### src/rtl/uart_rx_if.sv
// Serial receive bus for uart_rx: the line and consumer controls in, the held byte and sticky flags out.
interface uart_rx_if;
  logic       rx;
  logic       rd_en;
  logic       clear_err;
  logic [7:0] rx_data;
  logic       rx_valid;
  logic       overrun;
  logic       frame_err;
  logic       parity_err;

  modport master (
    output rx, rd_en, clear_err,
    input  rx_data, rx_valid, overrun, frame_err, parity_err
  );

  modport slave (
    input  rx, rd_en, clear_err,
    output rx_data, rx_valid, overrun, frame_err, parity_err
  );
endinterface

### src/rtl/uart_rx.sv
// 8N1 UART receiver with a one-byte holding register and sticky error flags.
// Define UART_RX_PARITY_EN to expect one even-parity bit after bit 7.
module uart_rx #(
  parameter int SYS_CLK_FREQ = 100000000,
  parameter int BAUD_RATE    = 115200
) (
  input  logic     clk,
  input  logic     rst_n,
  uart_rx_if.slave bus
);

  localparam int CPB = SYS_CLK_FREQ / BAUD_RATE;
  localparam int CW  = $clog2(CPB);
  localparam logic [CW-1:0] CNT_LAST = CW'(CPB - 1);
  localparam logic [CW-1:0] CNT_MID  = CW'(CPB / 2 - 1);

  typedef enum logic [2:0] {
    S_IDLE   = 3'd0,
    S_START  = 3'd1,
    S_DATA   = 3'd2,
`ifdef UART_RX_PARITY_EN
    S_PARITY = 3'd3,
`endif
    S_STOP   = 3'd4,
    S_BREAK  = 3'd5
  } state_t;

`ifdef UART_RX_PARITY_EN
  function automatic logic even_parity(input logic [7:0] d);
    return ^d;
  endfunction
`endif

  logic          r_sync1, r_sync2;
  state_t        r_state;
  logic [CW-1:0] r_cnt;
  logic [2:0]    r_idx;
  logic [7:0]    r_shift;
  logic [7:0]    r_data;
  logic          r_valid, r_overrun, r_frame_err;

  logic          w_rx;
  state_t        w_state_nxt;
  logic [CW-1:0] w_cnt_nxt;
  logic [2:0]    w_idx_nxt;
  logic [7:0]    w_shift_nxt;
  logic          w_accept, w_frame_set, w_pop;

`ifdef UART_RX_PARITY_EN
  logic r_par_bad, r_parity_err;
  logic w_par_bad_nxt, w_par_set;
`endif

  assign w_rx  = r_sync2;
  assign w_pop = bus.rd_en & r_valid;

  // Idle-high synchronizer so a reset line never looks like a start bit.
  always_ff @(posedge clk or negedge rst_n) begin
    if (!rst_n) begin
      r_sync1 <= 1'b1;
      r_sync2 <= 1'b1;
    end else begin
      r_sync1 <= bus.rx;
      r_sync2 <= r_sync1;
    end
  end

  always_ff @(posedge clk or negedge rst_n) begin
    if (!rst_n) begin
      r_state <= S_IDLE;
      r_cnt   <= '0;
      r_idx   <= 3'd0;
      r_shift <= 8'h00;
    end else begin
      r_state <= w_state_nxt;
      r_cnt   <= w_cnt_nxt;
      r_idx   <= w_idx_nxt;
      r_shift <= w_shift_nxt;
    end
  end

  always_comb begin
    w_state_nxt = r_state;
    w_cnt_nxt   = r_cnt + CW'(1);
    w_idx_nxt   = r_idx;
    w_shift_nxt = r_shift;
    w_accept    = 1'b0;
    w_frame_set = 1'b0;
`ifdef UART_RX_PARITY_EN
    w_par_set     = 1'b0;
    w_par_bad_nxt = r_par_bad;
`endif
    case (r_state)
      S_IDLE: begin
        w_cnt_nxt = '0;
        if (!w_rx) w_state_nxt = S_START;
        else       w_state_nxt = S_IDLE;
      end
      // Mid-start-bit recheck rejects short glitches without flagging anything.
      S_START: begin
        if (r_cnt == CNT_MID) begin
          w_cnt_nxt = '0;
          w_idx_nxt = 3'd0;
          if (!w_rx) w_state_nxt = S_DATA;
          else       w_state_nxt = S_IDLE;
        end else begin
          w_state_nxt = S_START;
        end
      end
      S_DATA: begin
        if (r_cnt == CNT_LAST) begin
          w_cnt_nxt           = '0;
          w_shift_nxt[r_idx]  = w_rx;
          w_idx_nxt           = r_idx + 3'd1;
          if (r_idx == 3'd7) begin
`ifdef UART_RX_PARITY_EN
            w_state_nxt = S_PARITY;
`else
            w_state_nxt = S_STOP;
`endif
          end else begin
            w_state_nxt = S_DATA;
          end
        end else begin
          w_state_nxt = S_DATA;
        end
      end
`ifdef UART_RX_PARITY_EN
      S_PARITY: begin
        if (r_cnt == CNT_LAST) begin
          w_cnt_nxt     = '0;
          w_state_nxt   = S_STOP;
          w_par_set     = (w_rx != even_parity(r_shift));
          w_par_bad_nxt = w_par_set;
        end else begin
          w_state_nxt = S_PARITY;
        end
      end
`endif
      S_STOP: begin
        if (r_cnt == CNT_LAST) begin
          w_cnt_nxt = '0;
          if (w_rx) begin
            w_state_nxt = S_IDLE;
`ifdef UART_RX_PARITY_EN
            w_accept    = ~r_par_bad;
`else
            w_accept    = 1'b1;
`endif
          end else begin
            w_state_nxt = S_BREAK;
            w_frame_set = 1'b1;
          end
        end else begin
          w_state_nxt = S_STOP;
        end
      end
      S_BREAK: begin
        w_cnt_nxt = '0;
        if (w_rx) w_state_nxt = S_IDLE;
        else      w_state_nxt = S_BREAK;
      end
      default: begin
        w_state_nxt = S_IDLE;
        w_cnt_nxt   = '0;
      end
    endcase
  end

  // Holding register: a pop in the same cycle frees the slot for the new byte.
  always_ff @(posedge clk or negedge rst_n) begin
    if (!rst_n) begin
      r_data      <= 8'h00;
      r_valid     <= 1'b0;
      r_overrun   <= 1'b0;
      r_frame_err <= 1'b0;
    end else begin
      if (w_accept && !(r_valid && !w_pop)) begin
        r_data  <= r_shift;
        r_valid <= 1'b1;
      end else if (w_pop) begin
        r_valid <= 1'b0;
      end else begin
        r_valid <= r_valid;
      end
      r_overrun   <= (w_accept & r_valid & ~w_pop) | (r_overrun & ~bus.clear_err);
      r_frame_err <= w_frame_set | (r_frame_err & ~bus.clear_err);
    end
  end

`ifdef UART_RX_PARITY_EN
  always_ff @(posedge clk or negedge rst_n) begin
    if (!rst_n) begin
      r_par_bad    <= 1'b0;
      r_parity_err <= 1'b0;
    end else begin
      r_par_bad    <= w_par_bad_nxt;
      r_parity_err <= w_par_set | (r_parity_err & ~bus.clear_err);
    end
  end
  assign bus.parity_err = r_parity_err;
`else
  assign bus.parity_err = 1'b0;
`endif

  assign bus.rx_data   = r_data;
  assign bus.rx_valid  = r_valid;
  assign bus.overrun   = r_overrun;
  assign bus.frame_err = r_frame_err;

endmodule

### src/flat_wrapper.sv
// flat-port wrapper written by rule: the top's interface ports become plain ports
module uart_rx_flat 
#(
  parameter int SYS_CLK_FREQ = 100000000,
  parameter int BAUD_RATE    = 115200
)
  (clk, rst_n, bus_rx, bus_rd_en, bus_clear_err, bus_rx_data, bus_rx_valid, bus_overrun, bus_frame_err, bus_parity_err);
  uart_rx_if bus_i ();
  input  logic clk;
  input  logic rst_n;
  input wire logic [$bits(bus_i.rx)-1:0] bus_rx;
  input wire logic [$bits(bus_i.rd_en)-1:0] bus_rd_en;
  input wire logic [$bits(bus_i.clear_err)-1:0] bus_clear_err;
  output wire logic [$bits(bus_i.rx_data)-1:0] bus_rx_data;
  output wire logic [$bits(bus_i.rx_valid)-1:0] bus_rx_valid;
  output wire logic [$bits(bus_i.overrun)-1:0] bus_overrun;
  output wire logic [$bits(bus_i.frame_err)-1:0] bus_frame_err;
  output wire logic [$bits(bus_i.parity_err)-1:0] bus_parity_err;
  assign bus_i.rx = bus_rx;
  assign bus_i.rd_en = bus_rd_en;
  assign bus_i.clear_err = bus_clear_err;
  assign bus_rx_data = bus_i.rx_data;
  assign bus_rx_valid = bus_i.rx_valid;
  assign bus_overrun = bus_i.overrun;
  assign bus_frame_err = bus_i.frame_err;
  assign bus_parity_err = bus_i.parity_err;
  uart_rx #(.SYS_CLK_FREQ(SYS_CLK_FREQ), .BAUD_RATE(BAUD_RATE)) u_core (.clk(clk), .rst_n(rst_n), .bus(bus_i));
endmodule
### config.mk
export PLATFORM = sky130hd
export DESIGN_NAME = uart_rx_flat
export DESIGN_NICKNAME = d
export VERILOG_FILES = /design/src/rtl/uart_rx_if.sv /design/src/rtl/uart_rx.sv /design/src/flat_wrapper.sv
export SDC_FILE = /design/constraint.sdc
export NUM_CORES = 1
export LEC_CHECK = 0
export CORE_AREA = 4 4 60 62
export CTS_CLUSTER_SIZE = 8
export DETAILED_ROUTE_END_ITERATION = 6
export DIE_AREA = 0 0 64 66
export PLACE_DENSITY_LB_ADDON = 0.2
export SETUP_SLACK_MARGIN = 0.4
export SLEW_MARGIN = 20
export SYNTH_ARGS = -nofsm -noshare
export SYNTH_HDL_FRONTEND = slang
export SYNTH_SLANG_ARGS = --single-unit
### constraint.sdc
create_clock -name clk -period 4.2 [get_ports clk]
set_input_delay 0.84 -clock clk [delete_from_list [all_inputs] [get_ports clk]]
set_output_delay 0.84 -clock clk [all_outputs]
set_load 0.01 [all_outputs]
# [After elaboration in Yosys (flattened, before gate mapping)]
# Cells that the tools add are included.
[totals] input_bits=5 out_inout_bits=12 ff_bits=37 wordCells=68
[classes] n_reduce_logical=11 order_cmp=2 addsub=2 muxes=25 n_bitwise=9 n_eq_ne=9
[op_table] operator="two-way mux 10 bit" count=2
[op_table] operator="one-hot mux 10 bit (2 select lines)" count=1
[op_table] operator="two-way mux 3 bit" count=6
[op_table] operator="one-hot mux 3 bit (5 select lines)" count=1
[op_table] operator="adder 10 x 1 -> 10 bit, second input constant" count=1
[op_table] operator="== test 10 bit, second input constant" count=1
[op_table] operator="== test 10 x 9 -> 1 bit, second input constant" count=1
[op_table] operator="two-way mux 1 bit" count=10
[op_table] operator="== test 3 bit, second input constant" count=3
[op_table] operator="bitwise mux 8 bit" count=1
[op_table] operator="one-hot mux 3 bit (2 select lines)" count=1
[op_table] operator="bitwise AND 1 bit" count=5
[op_table] operator="< comparator 3 x 4 -> 1 bit, second input constant" count=1
[op_table] operator="two-way mux 2 bit" count=2
[op_table] operator="inequality test 2 x 1 -> 1 bit, second input constant" count=2
[op_table] operator="nonzero test 2 bit" count=2
[op_table] operator="adder 3 x 1 -> 3 bit, second input constant" count=1
[op_table] operator="demux 1 bit (select 3 bit)" count=1
[op_table] operator="== test 3 x 1 -> 1 bit, second input constant" count=1
[op_table] operator="== test 3 x 2 -> 1 bit, second input constant" count=1
[op_table] operator=">= comparator 3 x 1 -> 1 bit, second input constant" count=1
[op_table] operator="logical AND 1 bit" count=3
[op_table] operator="zero test 3 bit" count=1
[op_table] operator="AND reduction 3 bit" count=1
[op_table] operator="5 further kinds" count=8

# [Logic depth before layout (Yosys ltp)]
[logic_depth] word_depth=6 ltp_mapped=7 depth_no_buf=6

# [Least setup slack after synthesis]
# No wires, ideal clock.
[synth_path] path_type="register -> register" start="register u_core.r_cnt[3]" end="register u_core.r_shift[4]" setup_slack_ns=2.214 n_path_buf=2 t_arrival_ns=1.858 required_ns=4.072 synth_period_minus_slack_ns=1.986 setup_ns=0.128 path_stages_with_launch=7 cell_sequence="dfrtp_1 -> or3b_1 -> buf_6 -> nor4_4 -> buf_6 -> and4bb_2 -> mux2_1"
[synth_via] elab_chain_len=2
[synth_rtl] element="start, declared" line_no="uart_rx.sv:36" text="logic [CW-1:0] r_cnt;"
[synth_rtl] element="start signal, assigned" line_no="uart_rx.sv:76" text="r_cnt <= w_cnt_nxt;"
[synth_rtl] element="== test 10 bit" line_no="uart_rx.sv:111" text="if (r_cnt == CNT_LAST) begin"
[synth_rtl] element="AND reduction 2 bit (no line)"
[synth_rtl] element="end signal, assigned" line_no="uart_rx.sv:78" text="r_shift <= w_shift_nxt;"
[synth_rtl] element="end, declared" line_no="uart_rx.sv:38" text="logic [7:0] r_shift;"
# Every way passes these cells.
# A chain may end at the register's enable or synchronous reset.

# [Worst setup path in the final report]
[layout_path] start="register u_core.r_cnt[3]" end="register u_core.r_shift[2]"
# The elaborated chain is that of the path after synthesis.

==> results.txt <==
----------------------------------------------------
[Clock network]
  # resized after CTS ... 0
  Clock transition time at the flip-flop clock pins of the worst setup and hold paths ... 0.11 ns
  CTS Hold Bufs ... 0
  Clock Path Buffers ... 2
  Sink Count ... 37
  Number of buffers inserted by post-CTS setup repair ... 0
  TritonCTS clock tree ... yes
  Root buf cell ... sky130_fd_sc_hd__clkbuf_4
  Insertion delay to the later sink of the worst-skew pair ... between 0.3 and 0.4 ns
  Cts bufs inserted ... 5
  Total number of H-tree levels ... 2

[Worst setup path]
  Capture point of the worst path ... u_core.r_shift[2]$_DFFE_PN0P_
  Startpoint kind of the worst setup timing path ... flop
  Slowest library cell on the worst path ... sky130_fd_sc_hd__nor4_4
  Worst EP arrival ... ~2.5 ns
  Worst reg-to-reg path cell count ... 4
  Worst path cell trace ... or3b_1 > nor4_4 > and4bb_2 > mux2_2
  CP peak stage delay ... 0.58 ns
  Required time reported for the critical path endpoint ... about 4.4 ns
  Worst R2R End ... u_core.r_shift[2]$_DFFE_PN0P_
  Worst setup path category ... reg -> reg
  Origin of the critical flop-to-flop path ... u_core.r_cnt[3]$_DFF_PN0_
  R2R Setup Slk ... between 1.5 and 2 ns
  Type of destination of the critical path ... flop
  Beginning of the critical path ... u_core.r_cnt[3]$_DFF_PN0_
  Worst Path Max Fanout ... 11

[Routing]
  Detailed Route WL ... around 2900 um
  Router iterations before antenna repair ... 4
  Count of unresolved DRC violations after routing ... 0
  Number of DRC violations after detailed-routing iteration 0 ... 80
  Antenna-violating nets left ... 0
  Total via count in the routed design ... around 1100
  Routed wirelength normalized by instance count ... 14.3 um
  Via-per-instance ratio ... around 5.6

[Finish]
  Layout Nets ... ~170
  Antenna diode count ... 0
  Final Non-Filler Cells ... 205
  Syn-to-layout area delta ... 14.7%
  Share of cells above drive strength 1 ... approximately a fifth

[Status]
  Status ... finished, final reports clean

[Global routing]
  Gr usage total ... 16.6%
  Remaining global-route overflow ... 0
  GR Layer Usage met1 ... about a fifth
  Wire length of the first global-routing pass ... about 5300 um
  Antenna violations before repair ... 0
  GRT met2 Usage ... a little over a quarter
  Via count of the first global-routing pass ... ~1200
  Global routing usage on met3 ... around 3.9%
  Layer carrying the most global-route usage ... met2
  Pin count of the biggest net entering global routing ... 38

[Placement]
  Final GP Congestion ... approximately 0.83
  Placed wire-length estimate ... about 2000 um
  Placed insts ... between 150 and 200
  Number of buffer cells added on primary ports ... 15

[Power]
  Static leakage power ... 0.921 nW
  Pwr per Cell Area ... 314 nW/um2
  Max rail drop VDD ... around 190 uV

[Synth]
  Share of flip-flops with an asynchronous set or reset ... 100%
  Synthesized net count ... ~150
  Count of warnings emitted by yosys ... 0
  Synthesis-stage register bit count ... 37
  Most instantiated flip-flop cell in the synthesis netlist ... sky130_fd_sc_hd__dfrtp_1
  Netlist cell types ... 39
  Number of instances in the synthesized netlist ... 143
  EDFF count, synth ... 0
  Sequential fraction of the synthesis area ... 53.4%
  Synthesized area per cell ... ~12 um2
  Cell area after synthesis ... 1740 um2

[Floorplan]
  Core area ... 3030 um2
  I/O pin total ... 17
  Cell row count ... 20
  Die Width ... 64 um
  Die height ... roughly 66 um
  Initial Util ... ~57%
  Area of the die ... 4220 um2

[STA]
  Unrepaired setup endpoints after global routing ... no
  Final period utilization ... 53.4%
  Time the worst path needs with I/O delays and setup ... approximately 2.2 ns
  Tightest slew margin relative to the limit ... 64.4%
  Setup violators final ... 0
  Fin Hold WS ... about 0.36 ns
  Max Clock Freq ... 0.446 GHz
  Final-report hold violation count ... 0
  Actual transition at the worst max-transition pin ... 0.530 ns
  Number of slew-limit violations in the final report ... 0
  Total Negative Setup Slacks ... 0 ns
  Max Clock Skew ... between 0.008 and 0.009 ns

[Min path]
  Hold WC Path Type ... reg -> reg

[Run]
  Maximum capacitance violations ... 0

----------------------------------------------------
where the power goes:
part           internal, mW  leakage, nW  switching, mW  total (mW)
Combinational       0.00468        0.380        0.00800      0.0127
Clock                 0.142       0.0455          0.112       0.254
Sequential            0.358        0.495        0.00226       0.360
Total                 0.505        0.921          0.122       0.627
cell families after synthesis:
kind of cell	synth area share, %
buffers and inverters	3.31
XOR/XNOR	4.53
AO/OA/AOI/OAI	5.40
AND/OR/NAND/NOR	19.3
flip-flops	53.4
adder cells (fa/ha/maj)	2.88
other	0.216
multiplexers	11.0
layout by cell type (no fill, tap or decap), drive strengths merged, types with 5 or more instances in the layout:
cell type and n:
nand4b 5, mux2 17, xor2 5, clkdlybuf4s50 15
clkbuf 7, nand2 7, dfrtp 35, nor2 15
through the flow:
stage	power [mW]	cell area (um2)	utilization, %	setup WS [ns]
6_report	0.627	1990	65.9	1.96
3_5_place_dp	0.380	1910	63.1	1.93
3_3_place_gp	0.380	1910	63.1	2.00
5_1_grt	0.653	1990	65.9	1.85
2_1_floorplan	0.369	1740	-	2.21
4_1_cts	0.633	1990	65.9	1.96
cells in the mapped netlist, types with 2 or more instances:
cell	number	share of area, %
sky130_fd_sc_hd__nand2_1	7	1.5
sky130_fd_sc_hd__nor3_1	2	0.58
sky130_fd_sc_hd__nor2_1	15	3.2
sky130_fd_sc_hd__and4bb_2	2	1.4
sky130_fd_sc_hd__or3b_2	3	1.5
sky130_fd_sc_hd__nand3b_1	3	1.3
sky130_fd_sc_hd__buf_6	2	1.3
sky130_fd_sc_hd__dfstp_2	2	3.0
sky130_fd_sc_hd__nor4_1	3	1.1
sky130_fd_sc_hd__nand4_1	2	0.72
sky130_fd_sc_hd__a21oi_1	2	0.58
sky130_fd_sc_hd__o2bb2ai_1	2	1.0
sky130_fd_sc_hd__nand3_1	3	0.86
sky130_fd_sc_hd__nand4b_1	5	2.5
sky130_fd_sc_hd__mux2_2	13	8.4
sky130_fd_sc_hd__mux2_1	4	2.6
sky130_fd_sc_hd__xor2_1	5	2.5
sky130_fd_sc_hd__a22o_1	3	1.5
sky130_fd_sc_hd__clkbuf_1	2	0.43
sky130_fd_sc_hd__inv_1	4	0.86
sky130_fd_sc_hd__xnor2_1	4	2.0
sky130_fd_sc_hd__dfrtp_1	35	50
sky130_fd_sc_hd__ha_1	4	2.9
registers in the layout (all words and copies together) (netlist names):
name                  flops
u_core.r_idx              3
u_core.r_cnt             10
u_core.r_sync2            1
u_core.r_shift            8
u_core.bus.overrun        1
u_core.r_state            3
u_core.bus.frame_err      1
u_core.r_sync1            1
u_core.bus.rx_valid       1
u_core.bus.rx_data        8
cell type report:
type,instances,area [um2]
clock buffers,7,55.1
clock inverters,1,30.0
fillers,249,1030
inverters,4,15.0
multi-input cells,96,753
flip-flops and latches,37,928
well taps,44,55.1
repair buffers,16,158
worst min path at each step:
stage	from	endpoint	slack, ns	cells after the start
finish	u_core.r_sync1$_DFF_PN1_	u_core.r_sync2$_DFF_PN1_	0.36	0
global route	u_core.r_sync1$_DFF_PN1_	u_core.r_sync2$_DFF_PN1_	0.37	0
CTS	u_core.r_sync1$_DFF_PN1_	u_core.r_sync2$_DFF_PN1_	0.37	0
detailed placement	u_core.r_sync1$_DFF_PN1_	u_core.r_sync2$_DFF_PN1_	0.35	0
global placement	u_core.r_sync1$_DFF_PN1_	u_core.r_sync2$_DFF_PN1_	0.35	0
floorplan	u_core.r_sync1$_DFF_PN1_	u_core.r_sync2$_DFF_PN1_	0.35	0
per-layer routing:
metal  vias up  part of all wire [%]
li1        544                     -
met1       561                    46
met2        29                    48
met3         7                   4.5
met4         0                   2.0
met5         -                     0
critical path, delay by kind of cell, from the launching register on:
kind          cells  cell delay (ns)
flops             1             0.42
mux               1             0.33
simple gates      3             1.40
Note: power is estimated with default switching activity, not from simulation.
